`config.mk`:
```
export PLATFORM = sky130hd
export DESIGN_NAME = bsg_tx_core_flat
export DESIGN_NICKNAME = d
export VERILOG_FILES = /design/src/rtl/bsg_pkg.sv /design/src/rtl/bsg_tx_core_if.sv /design/src/rtl/bsg_sym_fifo.sv /design/src/rtl/bsg_tx_core.sv /design/src/flat_wrapper.sv
export SDC_FILE = /design/constraint.sdc
export NUM_CORES = 1
export LEC_CHECK = 0
export ABC_CLOCK_PERIOD_IN_PS = 4000
export BUFFER_PORTS_ARGS = -buffer_cell sky130_fd_sc_hd__buf_4
export CAP_MARGIN = 10
export CORE_MARGIN = 2
export CORE_UTILIZATION = 60
export DETAILED_ROUTE_END_ITERATION = 12
export HOLD_SLACK_MARGIN = 0.05
export PLACE_DENSITY = 0.77
export SETUP_SLACK_MARGIN = 0.15
export SYNTH_ARGS = -nofsm -noshare
export SYNTH_HDL_FRONTEND = slang
export SYNTH_SLANG_ARGS = --single-unit
```
`constraint.sdc`:
```
create_clock -name SYS_CLK -period 4 [get_ports SYS_CLK]
set_input_delay 0.2 -clock SYS_CLK [delete_from_list [all_inputs] [get_ports SYS_CLK]]
set_output_delay 0.2 -clock SYS_CLK [all_outputs]
set_load 0.05 [all_outputs]
```
`src/rtl/bsg_pkg.sv`:
```
// bsg_pkg: register map, CONTROL bit indices, FSM states and Gray helper
// for bsg_tx_core (parity symbol enabled by BSG_PARITY_EN).
package bsg_pkg;

  localparam logic [1:0] REG_CONTROL = 2'd0;
  localparam logic [1:0] REG_DATA    = 2'd1;
  localparam logic [1:0] REG_DIV     = 2'd2;
  localparam logic [1:0] REG_STATUS  = 2'd3;

  localparam int CTL_TXEN    = 0;
  localparam int CTL_INTMSK  = 1;
  localparam int CTL_INTFLAG = 2;
  localparam int CTL_BUSY    = 3;
  localparam int CTL_OVF     = 4;

  typedef enum logic [2:0] {
    IDLE,
    LOAD,
    SHIFT,
    PAR,
    END
  } bsg_state_t;

  function automatic logic [31:0] bin2gray(input logic [31:0] w);
    return w ^ (w >> 1);
  endfunction

endpackage

```
`src/rtl/bsg_tx_core_if.sv`:
```
// bsg_tx_core_if: peripheral register bus between a host and bsg_tx_core.
// Read data is combinational from REG_ADDR.
interface bsg_tx_core_if #(
  parameter int DATA_W = 8
);

  logic              REG_WE;
  logic              REG_RE;
  logic [1:0]        REG_ADDR;
  logic [DATA_W-1:0] REG_WDATA;
  logic [DATA_W-1:0] REG_RDATA;

  modport master (
    output REG_WE,
    output REG_RE,
    output REG_ADDR,
    output REG_WDATA,
    input  REG_RDATA
  );

  modport slave (
    input  REG_WE,
    input  REG_RE,
    input  REG_ADDR,
    input  REG_WDATA,
    output REG_RDATA
  );

endinterface

```
`src/rtl/bsg_sym_fifo.sv`:
```
// bsg_sym_fifo: synchronous word FIFO with occupancy count.
// A push while full is taken only when a pop happens in the same cycle.
module bsg_sym_fifo #(
  parameter  int DATA_W = 8,
  parameter  int DEPTH  = 4,
  localparam int AW     = $clog2(DEPTH),
  localparam int CW     = AW + 1
) (
  input  logic              clk,
  input  logic              rst_n,
  input  logic              push,
  input  logic              pop,
  input  logic [DATA_W-1:0] wdata,
  output logic [DATA_W-1:0] rdata,
  output logic              full,
  output logic              empty,
  output logic [CW-1:0]     count
);

  logic [DATA_W-1:0] mem_q [DEPTH];
  logic [AW-1:0]     wr_q, wr_d;
  logic [AW-1:0]     rd_q, rd_d;
  logic [CW-1:0]     cnt_q, cnt_d;
  logic              do_push, do_pop;

  assign full    = (cnt_q == CW'(DEPTH));
  assign empty   = (cnt_q == '0);
  assign count   = cnt_q;
  assign rdata   = mem_q[rd_q];
  assign do_pop  = pop & ~empty;
  assign do_push = push & (~full | do_pop);

  always_comb begin
    wr_d  = wr_q;
    rd_d  = rd_q;
    if (do_push) wr_d = wr_q + 1'b1;
    if (do_pop)  rd_d = rd_q + 1'b1;
    cnt_d = cnt_q + CW'(do_push) - CW'(do_pop);
  end

  always_ff @(posedge clk or negedge rst_n) begin
    if (!rst_n) begin
      wr_q  <= '0;
      rd_q  <= '0;
      cnt_q <= '0;
      for (int i = 0; i < DEPTH; i++) mem_q[i] <= '0;
    end else begin
      wr_q  <= wr_d;
      rd_q  <= rd_d;
      cnt_q <= cnt_d;
      if (do_push) mem_q[wr_q] <= wdata;
    end
  end

endmodule

```
`src/rtl/bsg_tx_core.sv`:
```
// bsg_tx_core: register-programmed, FIFO-buffered Gray symbol transmitter.
// Define BSG_PARITY_EN to append a parity symbol after each word.
module bsg_tx_core #(
  parameter int DATA_W = 8,
  parameter int SYM_W  = 2,
  parameter int DEPTH  = 4,
  parameter int DIV_W  = 8,
  parameter int OUT_W  = 8
) (
  input  logic             SYS_CLK,
  input  logic             SYS_RST_N,
  bsg_tx_core_if.slave     bus,
  output logic [OUT_W-1:0] OUT,
  output logic             BSG_INT
);

  import bsg_pkg::*;

  localparam int NSYM = DATA_W / SYM_W;
  localparam int SCW  = $clog2(NSYM + 1);
  localparam int CW   = $clog2(DEPTH) + 1;

  bsg_state_t        state_q, state_d;
  logic              txen_q, txen_d;
  logic              intmsk_q, intmsk_d;
  logic              intflag_q, intflag_d;
  logic              ovf_q, ovf_d;
  logic              int_q, int_d;
  logic [DIV_W-1:0]  div_q, div_d;
  logic [DIV_W-1:0]  baud_q, baud_d;
  logic [DATA_W-1:0] shreg_q, shreg_d;
  logic [SCW-1:0]    sym_q, sym_d;
  logic [OUT_W-1:0]  out_q, out_d;
`ifdef BSG_PARITY_EN
  logic              par_q, par_d;
`endif

  logic              ctl_we, data_we, div_we;
  logic              fifo_pop, fifo_full, fifo_empty;
  logic [DATA_W-1:0] fifo_rdata, gray, wd, rdata;
  logic [CW-1:0]     fifo_count;
  logic              done_set, ovf_set;
  logic              unused_re;

  function automatic logic [OUT_W-1:0] lvl(input logic [SYM_W-1:0] s);
    return OUT_W'(s) << (OUT_W - SYM_W);
  endfunction

  assign wd        = bus.REG_WDATA;
  assign unused_re = bus.REG_RE;
  assign ctl_we    = bus.REG_WE & (bus.REG_ADDR == REG_CONTROL);
  assign data_we   = bus.REG_WE & (bus.REG_ADDR == REG_DATA);
  assign div_we    = bus.REG_WE & (bus.REG_ADDR == REG_DIV);
  assign fifo_pop  = (state_q == LOAD);
  assign ovf_set   = data_we & fifo_full & ~fifo_pop;
  assign gray      = DATA_W'(bin2gray(32'(fifo_rdata)));

  bsg_sym_fifo #(
    .DATA_W (DATA_W),
    .DEPTH  (DEPTH)
  ) u_fifo (
    .clk   (SYS_CLK),
    .rst_n (SYS_RST_N),
    .push  (data_we),
    .pop   (fifo_pop),
    .wdata (wd),
    .rdata (fifo_rdata),
    .full  (fifo_full),
    .empty (fifo_empty),
    .count (fifo_count)
  );

  always_comb begin
    state_d  = state_q;
    baud_d   = baud_q;
    shreg_d  = shreg_q;
    sym_d    = sym_q;
    out_d    = out_q;
    done_set = 1'b0;
`ifdef BSG_PARITY_EN
    par_d    = par_q;
`endif
    unique case (state_q)
      IDLE: begin
        out_d = '0;
        if (txen_q & ~fifo_empty) state_d = LOAD;
      end
      LOAD: begin
        shreg_d = gray;
        sym_d   = '0;
        baud_d  = div_q;
        out_d   = lvl(gray[DATA_W-1 -: SYM_W]);
        state_d = SHIFT;
`ifdef BSG_PARITY_EN
        par_d   = ^gray;
`endif
      end
      SHIFT: begin
        if (baud_q != '0) begin
          baud_d = baud_q - 1'b1;
        end else begin
          // divider reloads per symbol so DIV writes land on a symbol start
          baud_d  = div_q;
          shreg_d = shreg_q << SYM_W;
          sym_d   = sym_q + 1'b1;
          if (sym_q == SCW'(NSYM - 1)) begin
`ifdef BSG_PARITY_EN
            out_d   = lvl(SYM_W'(par_q));
            state_d = PAR;
`else
            out_d   = '0;
            state_d = END;
`endif
          end else begin
            out_d = lvl(shreg_d[DATA_W-1 -: SYM_W]);
          end
        end
      end
`ifdef BSG_PARITY_EN
      PAR: begin
        if (baud_q != '0) begin
          baud_d = baud_q - 1'b1;
        end else begin
          out_d   = '0;
          state_d = END;
        end
      end
`endif
      END: begin
        out_d = '0;
        if (txen_q & ~fifo_empty) begin
          state_d = LOAD;
        end else begin
          state_d  = IDLE;
          done_set = 1'b1;
        end
      end
      default: begin
        out_d   = '0;
        state_d = IDLE;
      end
    endcase
  end

  always_comb begin
    txen_d   = txen_q;
    intmsk_d = intmsk_q;
    div_d    = div_q;
    if (ctl_we) begin
      txen_d   = wd[CTL_TXEN];
      intmsk_d = wd[CTL_INTMSK];
    end
    if (div_we) div_d = wd[DIV_W-1:0];
    // a set in the same cycle as a write-1-clear wins
    intflag_d = done_set | (intflag_q & ~(ctl_we & wd[CTL_INTFLAG]));
    ovf_d     = ovf_set | (ovf_q & ~(ctl_we & wd[CTL_OVF]));
    int_d     = intflag_q & intmsk_q;
  end

  always_comb begin
    rdata = '0;
    unique case (bus.REG_ADDR)
      REG_CONTROL: begin
        rdata[CTL_TXEN]    = txen_q;
        rdata[CTL_INTMSK]  = intmsk_q;
        rdata[CTL_INTFLAG] = intflag_q;
        rdata[CTL_BUSY]    = (state_q != IDLE);
        rdata[CTL_OVF]     = ovf_q;
      end
      REG_DATA:   rdata = DATA_W'(fifo_count);
      REG_DIV:    rdata = DATA_W'(div_q);
      REG_STATUS: rdata = DATA_W'({fifo_count, fifo_full, fifo_empty});
      default:    rdata = '0;
    endcase
  end

  assign bus.REG_RDATA = rdata;
  assign OUT           = out_q;
  assign BSG_INT       = int_q;

  always_ff @(posedge SYS_CLK or negedge SYS_RST_N) begin
    if (!SYS_RST_N) begin
      state_q   <= IDLE;
      txen_q    <= 1'b0;
      intmsk_q  <= 1'b0;
      intflag_q <= 1'b0;
      ovf_q     <= 1'b0;
      int_q     <= 1'b0;
      div_q     <= '0;
      baud_q    <= '0;
      shreg_q   <= '0;
      sym_q     <= '0;
      out_q     <= '0;
`ifdef BSG_PARITY_EN
      par_q     <= 1'b0;
`endif
    end else begin
      state_q   <= state_d;
      txen_q    <= txen_d;
      intmsk_q  <= intmsk_d;
      intflag_q <= intflag_d;
      ovf_q     <= ovf_d;
      int_q     <= int_d;
      div_q     <= div_d;
      baud_q    <= baud_d;
      shreg_q   <= shreg_d;
      sym_q     <= sym_d;
      out_q     <= out_d;
`ifdef BSG_PARITY_EN
      par_q     <= par_d;
`endif
    end
  end

endmodule
```
`src/flat_wrapper.sv`:
```
// flat-port wrapper written by rule: the top's interface ports become plain ports
module bsg_tx_core_flat import bsg_pkg::*;
#(
  parameter int DATA_W = 8,
  parameter int SYM_W  = 2,
  parameter int DEPTH  = 4,
  parameter int DIV_W  = 8,
  parameter int OUT_W  = 8
)
  (SYS_CLK, SYS_RST_N, OUT, BSG_INT, bus_REG_WE, bus_REG_RE, bus_REG_ADDR, bus_REG_WDATA, bus_REG_RDATA);
  bsg_tx_core_if #(.DATA_W(DATA_W)) bus_i ();
  input  logic SYS_CLK;
  input  logic SYS_RST_N;
  output logic [OUT_W-1:0] OUT;
  output logic BSG_INT;
  input wire logic [$bits(bus_i.REG_WE)-1:0] bus_REG_WE;
  input wire logic [$bits(bus_i.REG_RE)-1:0] bus_REG_RE;
  input wire logic [$bits(bus_i.REG_ADDR)-1:0] bus_REG_ADDR;
  input wire logic [$bits(bus_i.REG_WDATA)-1:0] bus_REG_WDATA;
  output wire logic [$bits(bus_i.REG_RDATA)-1:0] bus_REG_RDATA;
  assign bus_i.REG_WE = bus_REG_WE;
  assign bus_i.REG_RE = bus_REG_RE;
  assign bus_i.REG_ADDR = bus_REG_ADDR;
  assign bus_i.REG_WDATA = bus_REG_WDATA;
  assign bus_REG_RDATA = bus_i.REG_RDATA;
  bsg_tx_core #(.DATA_W(DATA_W), .SYM_W(SYM_W), .DEPTH(DEPTH), .DIV_W(DIV_W), .OUT_W(OUT_W)) u_core (.SYS_CLK(SYS_CLK), .SYS_RST_N(SYS_RST_N), .bus(bus_i), .OUT(OUT), .BSG_INT(BSG_INT));
endmodule
```
## After elaboration in Yosys (flattened, before gate mapping)

Index checks and enable logic that the tools add are counted.

- Add/sub/neg operators: 6
- Order comparisons: 3
- Eq/ne operators: 11
- Muxes and demuxes: 24
- Bitwise gates (word level): 24
- Reductions and logical operators: 9

Operators by type and width:

| cell | number |
|---|---|
| $mux W8 | 6 |
| $bwmux W32 | 1 |
| $pmux W8 S2 | 2 |
| $pmux W5 S4 | 1 |
| $bmux W8 S2 | 1 |
| $demux W8 S2 | 1 |
| $mux W3 | 5 |
| $and A1 B1 Y1 | 13 |
| $pmux W3 S4 | 1 |
| $pmux W6 S2 | 1 |
| $reduce_bool A8 Y1 | 1 |
| $sub A8 B1 Y8 const B | 1 |
| $xor A8 B7 Y8 | 1 |
| $eq A3 B2 Y1 const B | 2 |
| $eq A3 B3 Y1 const B | 2 |
| $ge A3 B3 Y1 const B | 2 |
| $logic_not A3 Y1 | 2 |
| $mux W6 | 1 |
| $not A2 Y3 | 2 |
| $pmux W3 S2 | 1 |
| $not A1 Y1 | 5 |
| $add A2 B1 Y2 const B | 2 |
| $eq A2 B2 Y1 const B | 2 |
| $ne A2 B1 Y1 const B | 2 |
| other kinds (15) | 19 |

- Register bits after elaboration: 80
- Input bits: 14
- Word-level logic and storage cells: 95

## Logic depth before layout (Yosys ltp)

- Depth after elaboration: 7
- Gate-level depth with buffers: 8
- Mapped depth without buffers: 7

## Hierarchy

From an unflattened synthesis, not the netlist that was laid out.

- Cell total of the unflattened synthesis: 291
- Area total of the unflattened synthesis: 3,676.0 um^2

Modules (own cells, without submodules):

| module | times used | cells an instance | area each (um^2) | sequential area each (um^2) |
|---|---|---|---|---|
| bsg_tx_core | 1 | 179 | 1,888.1 | 875.8 |
| bsg_sym_fifo | 1 | 112 | 1,788.0 | 975.9 |

## Worst setup path after synthesis

OpenSTA, ideal clock, no wires.

- Path kind: reg2reg
- Start: register u_core.state_q[2]
- End: register u_core.u_fifo.cnt_q[1], in the netlist u_core.u_fifo.count[1]
- Arrival time: 1.990 ns
- Data required time: 3.864 ns
- Setup slack: 1.875 ns
- Stages on the path, launching flop included: 8
- Clock period less this slack: 2.125 ns
- Cell sequence: dfrtp_1 > clkbuf_1 > or3b_1 > a21oi_4 > inv_1 > o21ai_0 > ha_1 > fa_1

- Longest elaborated chain between the ends: 6

RTL lines:

| what | RTL line | RTL |
|---|---|---|
| start, declared | bsg_tx_core.sv:23 | `bsg_state_t state_q, state_d;` |
| start signal, assigned | bsg_tx_core.sv:198 | `state_q <= state_d;` |
| $eq A3 B1 Y1 * | bsg_tx_core.sv:54 | `assign fifo_pop = (state_q == LOAD);` |
| $and A1 B1 Y1 * | bsg_sym_fifo.sv:30 | `assign do_pop = pop & ~empty;` |
| $or A1 B1 Y1 | bsg_sym_fifo.sv:31 | `assign do_push = push & (~full \| do_pop);` |
| $and A1 B1 Y1 | bsg_sym_fifo.sv:31 |  |
| $add A3 B1 Y3 | bsg_sym_fifo.sv:38 | `cnt_d = cnt_q + CW'(do_push) - CW'(do_pop);` |
| $sub A3 B1 Y3 * | bsg_sym_fifo.sv:38 |  |
| via u_core.u_fifo.cnt_d[1] | bsg_sym_fifo.sv:23 | `logic [CW-1:0] cnt_q, cnt_d;` |
| end signal, assigned | bsg_sym_fifo.sv:50 | `cnt_q <= cnt_d;` |
| end, declared | bsg_sym_fifo.sv:23 |  |

Mark *: on every way through the listed nets, which the timed path passes. The rest lies on a longest branch.
A chain may end at the register's enable or synchronous reset.

## Worst setup path in the final report

- Start: register u_core.baud_q[3]
- End: register u_core.baud_q[3]

- Longest elaborated chain between the ends: 3
- Elaborated cells on any way between the ends: 4
- Those cells by class: add/sub: 1; mux: 2; reduce/logical: 1

RTL lines:

| what | RTL line | RTL |
|---|---|---|
| start, declared | bsg_tx_core.sv:30 | `logic [DIV_W-1:0] baud_q, baud_d;` |
| start signal, assigned | bsg_tx_core.sv:205 | `baud_q <= baud_d;` |
| $sub A8 B1 Y8 or $reduce_bool A8 Y1 (tied branches) | bsg_tx_core.sv:100, bsg_tx_core.sv:99 |  |
| $mux W8 * | bsg_tx_core.sv:99 | `if (baud_q != '0) begin` |
| $pmux W8 S2 * | bsg_tx_core.sv:83 | `unique case (state_q)` |

Mark *: on every way between the ends. The rest lies on a longest branch, timed or not.

==> run summary <==
Syn Area/Cell = 12.98 um2
Placed Area = 3880 um2
Root Buffer = clkbuf_8
TritonCTS clock tree = built
Die area = 6789 um2
Leak pwr = 1.829 nW
Total power = 2.881 mW
PortBufs = 23
DR pass1 iterations = 4
WP buf/inv = 0
Total GRT Usage = 23.36%
Post-synthesis cell count = 284
CTS clk-pin slew, worst paths = 0.08 ns
Vias in the first global route = 2319
Synth top area share = 50.22%
Outcome = complete, no violations
Cell area after synthesis = 3687 um2
M1 GR Usage = 31.02%
RD Place Congestion = 0.8599
Max-cap violations = 0
Max Freq = 0.3980 GHz
Critical path class = register to register
CTS Hold Bufs = 1
Post-DP HPWL = 4745 um
Leading area contributor after synthesis = dfrtp_1
P&R area growth vs syn = 11.40%
Yosys warns = 0
CP Cell Sequence = or4_4 -> o31ai_2 -> o21ai_0 -> a221o_2
Nets = 334
CP Data Required Time = 4.24 ns
Normalized max-slew margin = 37.71%
Share of layout cells above drive strength 1 = 35.87%
Synth cell types = 52
Final Slew Violations = 0
RSZ-0062 raised after global routing = no
Final instance area = 4108 um2
Max Buffers Root-to-Sink = 2
Overall die height = 82.40 um
Vias per cell = 5.872
Post-cts sizing count = 0
Crit-path max cell delay = 0.76 ns
Pre-CTS setup slack = 1.544 ns
Total gr overflow = 0
Crit Path Max Fanout = 12
Prevailing post-synth register cell = dfrtp_1
Slew @ Worst Pin = 0.9344 ns
Initial antenna violation count = 0
# diodes = 0
Met3 usage = 4.130%
Die width = 82.40 um
Core area = 5921 um2
CP Launch Type = register
Sink Count = 74
Post-CTS setup buffers = 0
DRT iter0 DRCs = 103
Seq/Total Area, Yosys = 50.22%
Wire length per cell = 18.02 um
Setup Viol. Count Final = 0
WL final = 7026 um
Worst Hold Class = input port to register
I/O Pins = 31
DR vias = 2290
Final WS setup = 1.487 ns
EDFF count, synth = 0
VDD IR max = 0.4013 mV
Setup TNS = 0 ns
GR peak layer = met2
Slowest-stage cell, CP = o31ai_2
First-pass GRT wire length = 11440 um
Final hold slack = 0.1139 ns
Final ANT Viol Nets = 0
Arrival @ worst endpoint = 2.75 ns
H-tree depth = 3
Inserted Clock Buffers = 9
Min Tclk post-route = 2.513 ns
CP Capture Type = register
Endpoints failing hold = 0
Synth Register Bits = 74
DR DRC count = 0
Share of flip-flops with an asynchronous set or reset = 100.0%
Starting Density = 62.28%
Clock Latency Late Sink = 0.35 ns
Commonest non-fill, non-tap cell in the layout = dfrtp_1
Pwr dens = 701.3 nW/um2
Final period util = 62.81%
Ranking of synthesized cells by area = dfrtp_1, mux2_2, mux4_2, ha_1, xnor2_1
Largest net degree at the start of global routing = 75
Placement row count = 28
Top delay family on crit path = compound AO/OA/AOI/OAI gates
Commonest non-fill, non-tap cells in the layout = dfrtp_1, mux2_2, buf_4
Layout Skew = 0.007360 ns
Met2 usage = 36.77%
[state kept, by name, summed over array words and instances, names as in the netlist]
name	cells
u_core.u_fifo.mem_q	32
u_core.baud_q	8
u_core.div_q	8
u_core.shreg_q	6
u_core.state_q	3
u_core.sym_q	3
u_core.u_fifo.count	3
u_core.OUT	2
u_core.u_fifo.rd_q	2
u_core.u_fifo.wr_q	2
u_core.BSG_INT	1
u_core.intflag_q	1
u_core.intmsk_q	1
u_core.ovf_q	1
u_core.txen_q	1
[Yosys cell counts (all sizes together) (2+ instances only)]
master  instances
dfrtp          74
mux2           48
nand2          14
nor2           14
mux4           11
o21ai          11
xnor2          11
buf            10
a21oi           9
ha              9
inv             8
nor3            7
a221o           4
a22o            4
and2            4
clkbuf          4
nand2b          4
nand3           4
xor2            4
nor2b           3
nor3b           3
and3            2
nor4            2
o31ai           2
or3b            2
[cell type report]
type	instances	area (um2)
Fill cell	439	1813
Multi-Input combinational cell	193	1732
Inverter	8	30.03
Timing Repair Buffer	24	182.7
Clock inverter	6	80.08
Sequential cell	74	1852
Clock buffer	10	137.6
Tap cell	75	93.84
[per-stage QoR]
stage	std cells	util, %
6_report	390	69.38
3_5_place_dp	373	65.53
3_3_place_gp	373	65.53
5_1_grt	390	69.38
2_1_floorplan	289	-
4_1_cts	390	69.38
[power by group]
| group | internal [mW] | switching (mW) |
|---|---|---|
| registers | 1.04 | 0.220 |
| logic | 0.534 | 0.451 |
| clock network | 0.364 | 0.276 |
| total | 1.93 | 0.947 |
[kinds of logic (layout without fill, tap and decap cells)]
family / after synthesis / after routing / share of synthesized area [%]
compound gates: 38 / 38 / 7.670
xor+xnor: 15 / 15 / 3.563
fa+ha+maj: 10 / 10 / 3.597
buf+inv: 22 / 48 / 3.325
flops: 74 / 74 / 50.22
mux: 59 / 59 / 21.68
other cells: 1 / 6 / 0.1017
simple gates: 65 / 65 / 9.841
[path summary, 6_finish.rpt]
path | from | end | slack, ns | depth (start not counted)
max | u_core.baud_q[3] | u_core.baud_q[3] | 1.49 | 4
min | bus_REG_WDATA[7] | u_core.u_fifo.mem_q[23] | 0.11 | 2
max reg2reg | u_core.baud_q[3] | u_core.baud_q[3] | 1.49 | 4
min reg2reg | u_core.sym_q[0] | u_core.sym_q[0] | 0.50 | 1
max in group asynchronous | SYS_RST_N | u_core.u_fifo.mem_q[30] | 2.86 | 2
min in group asynchronous | SYS_RST_N | u_core.intmsk_q | 0.54 | 2
[routing by layer]
layer / vias to the layer above / routed length [um] / part of all wire (%)
li1: 1074 / - / -
met1: 1148 / 3236 / 46
met2: 52 / 3377 / 48
met3: 16 / 230 / 3.3
met4: 0 / 182 / 2.6
met5: - / 0 / 0
No activity file was read; power rests on OpenSTA's default activity.
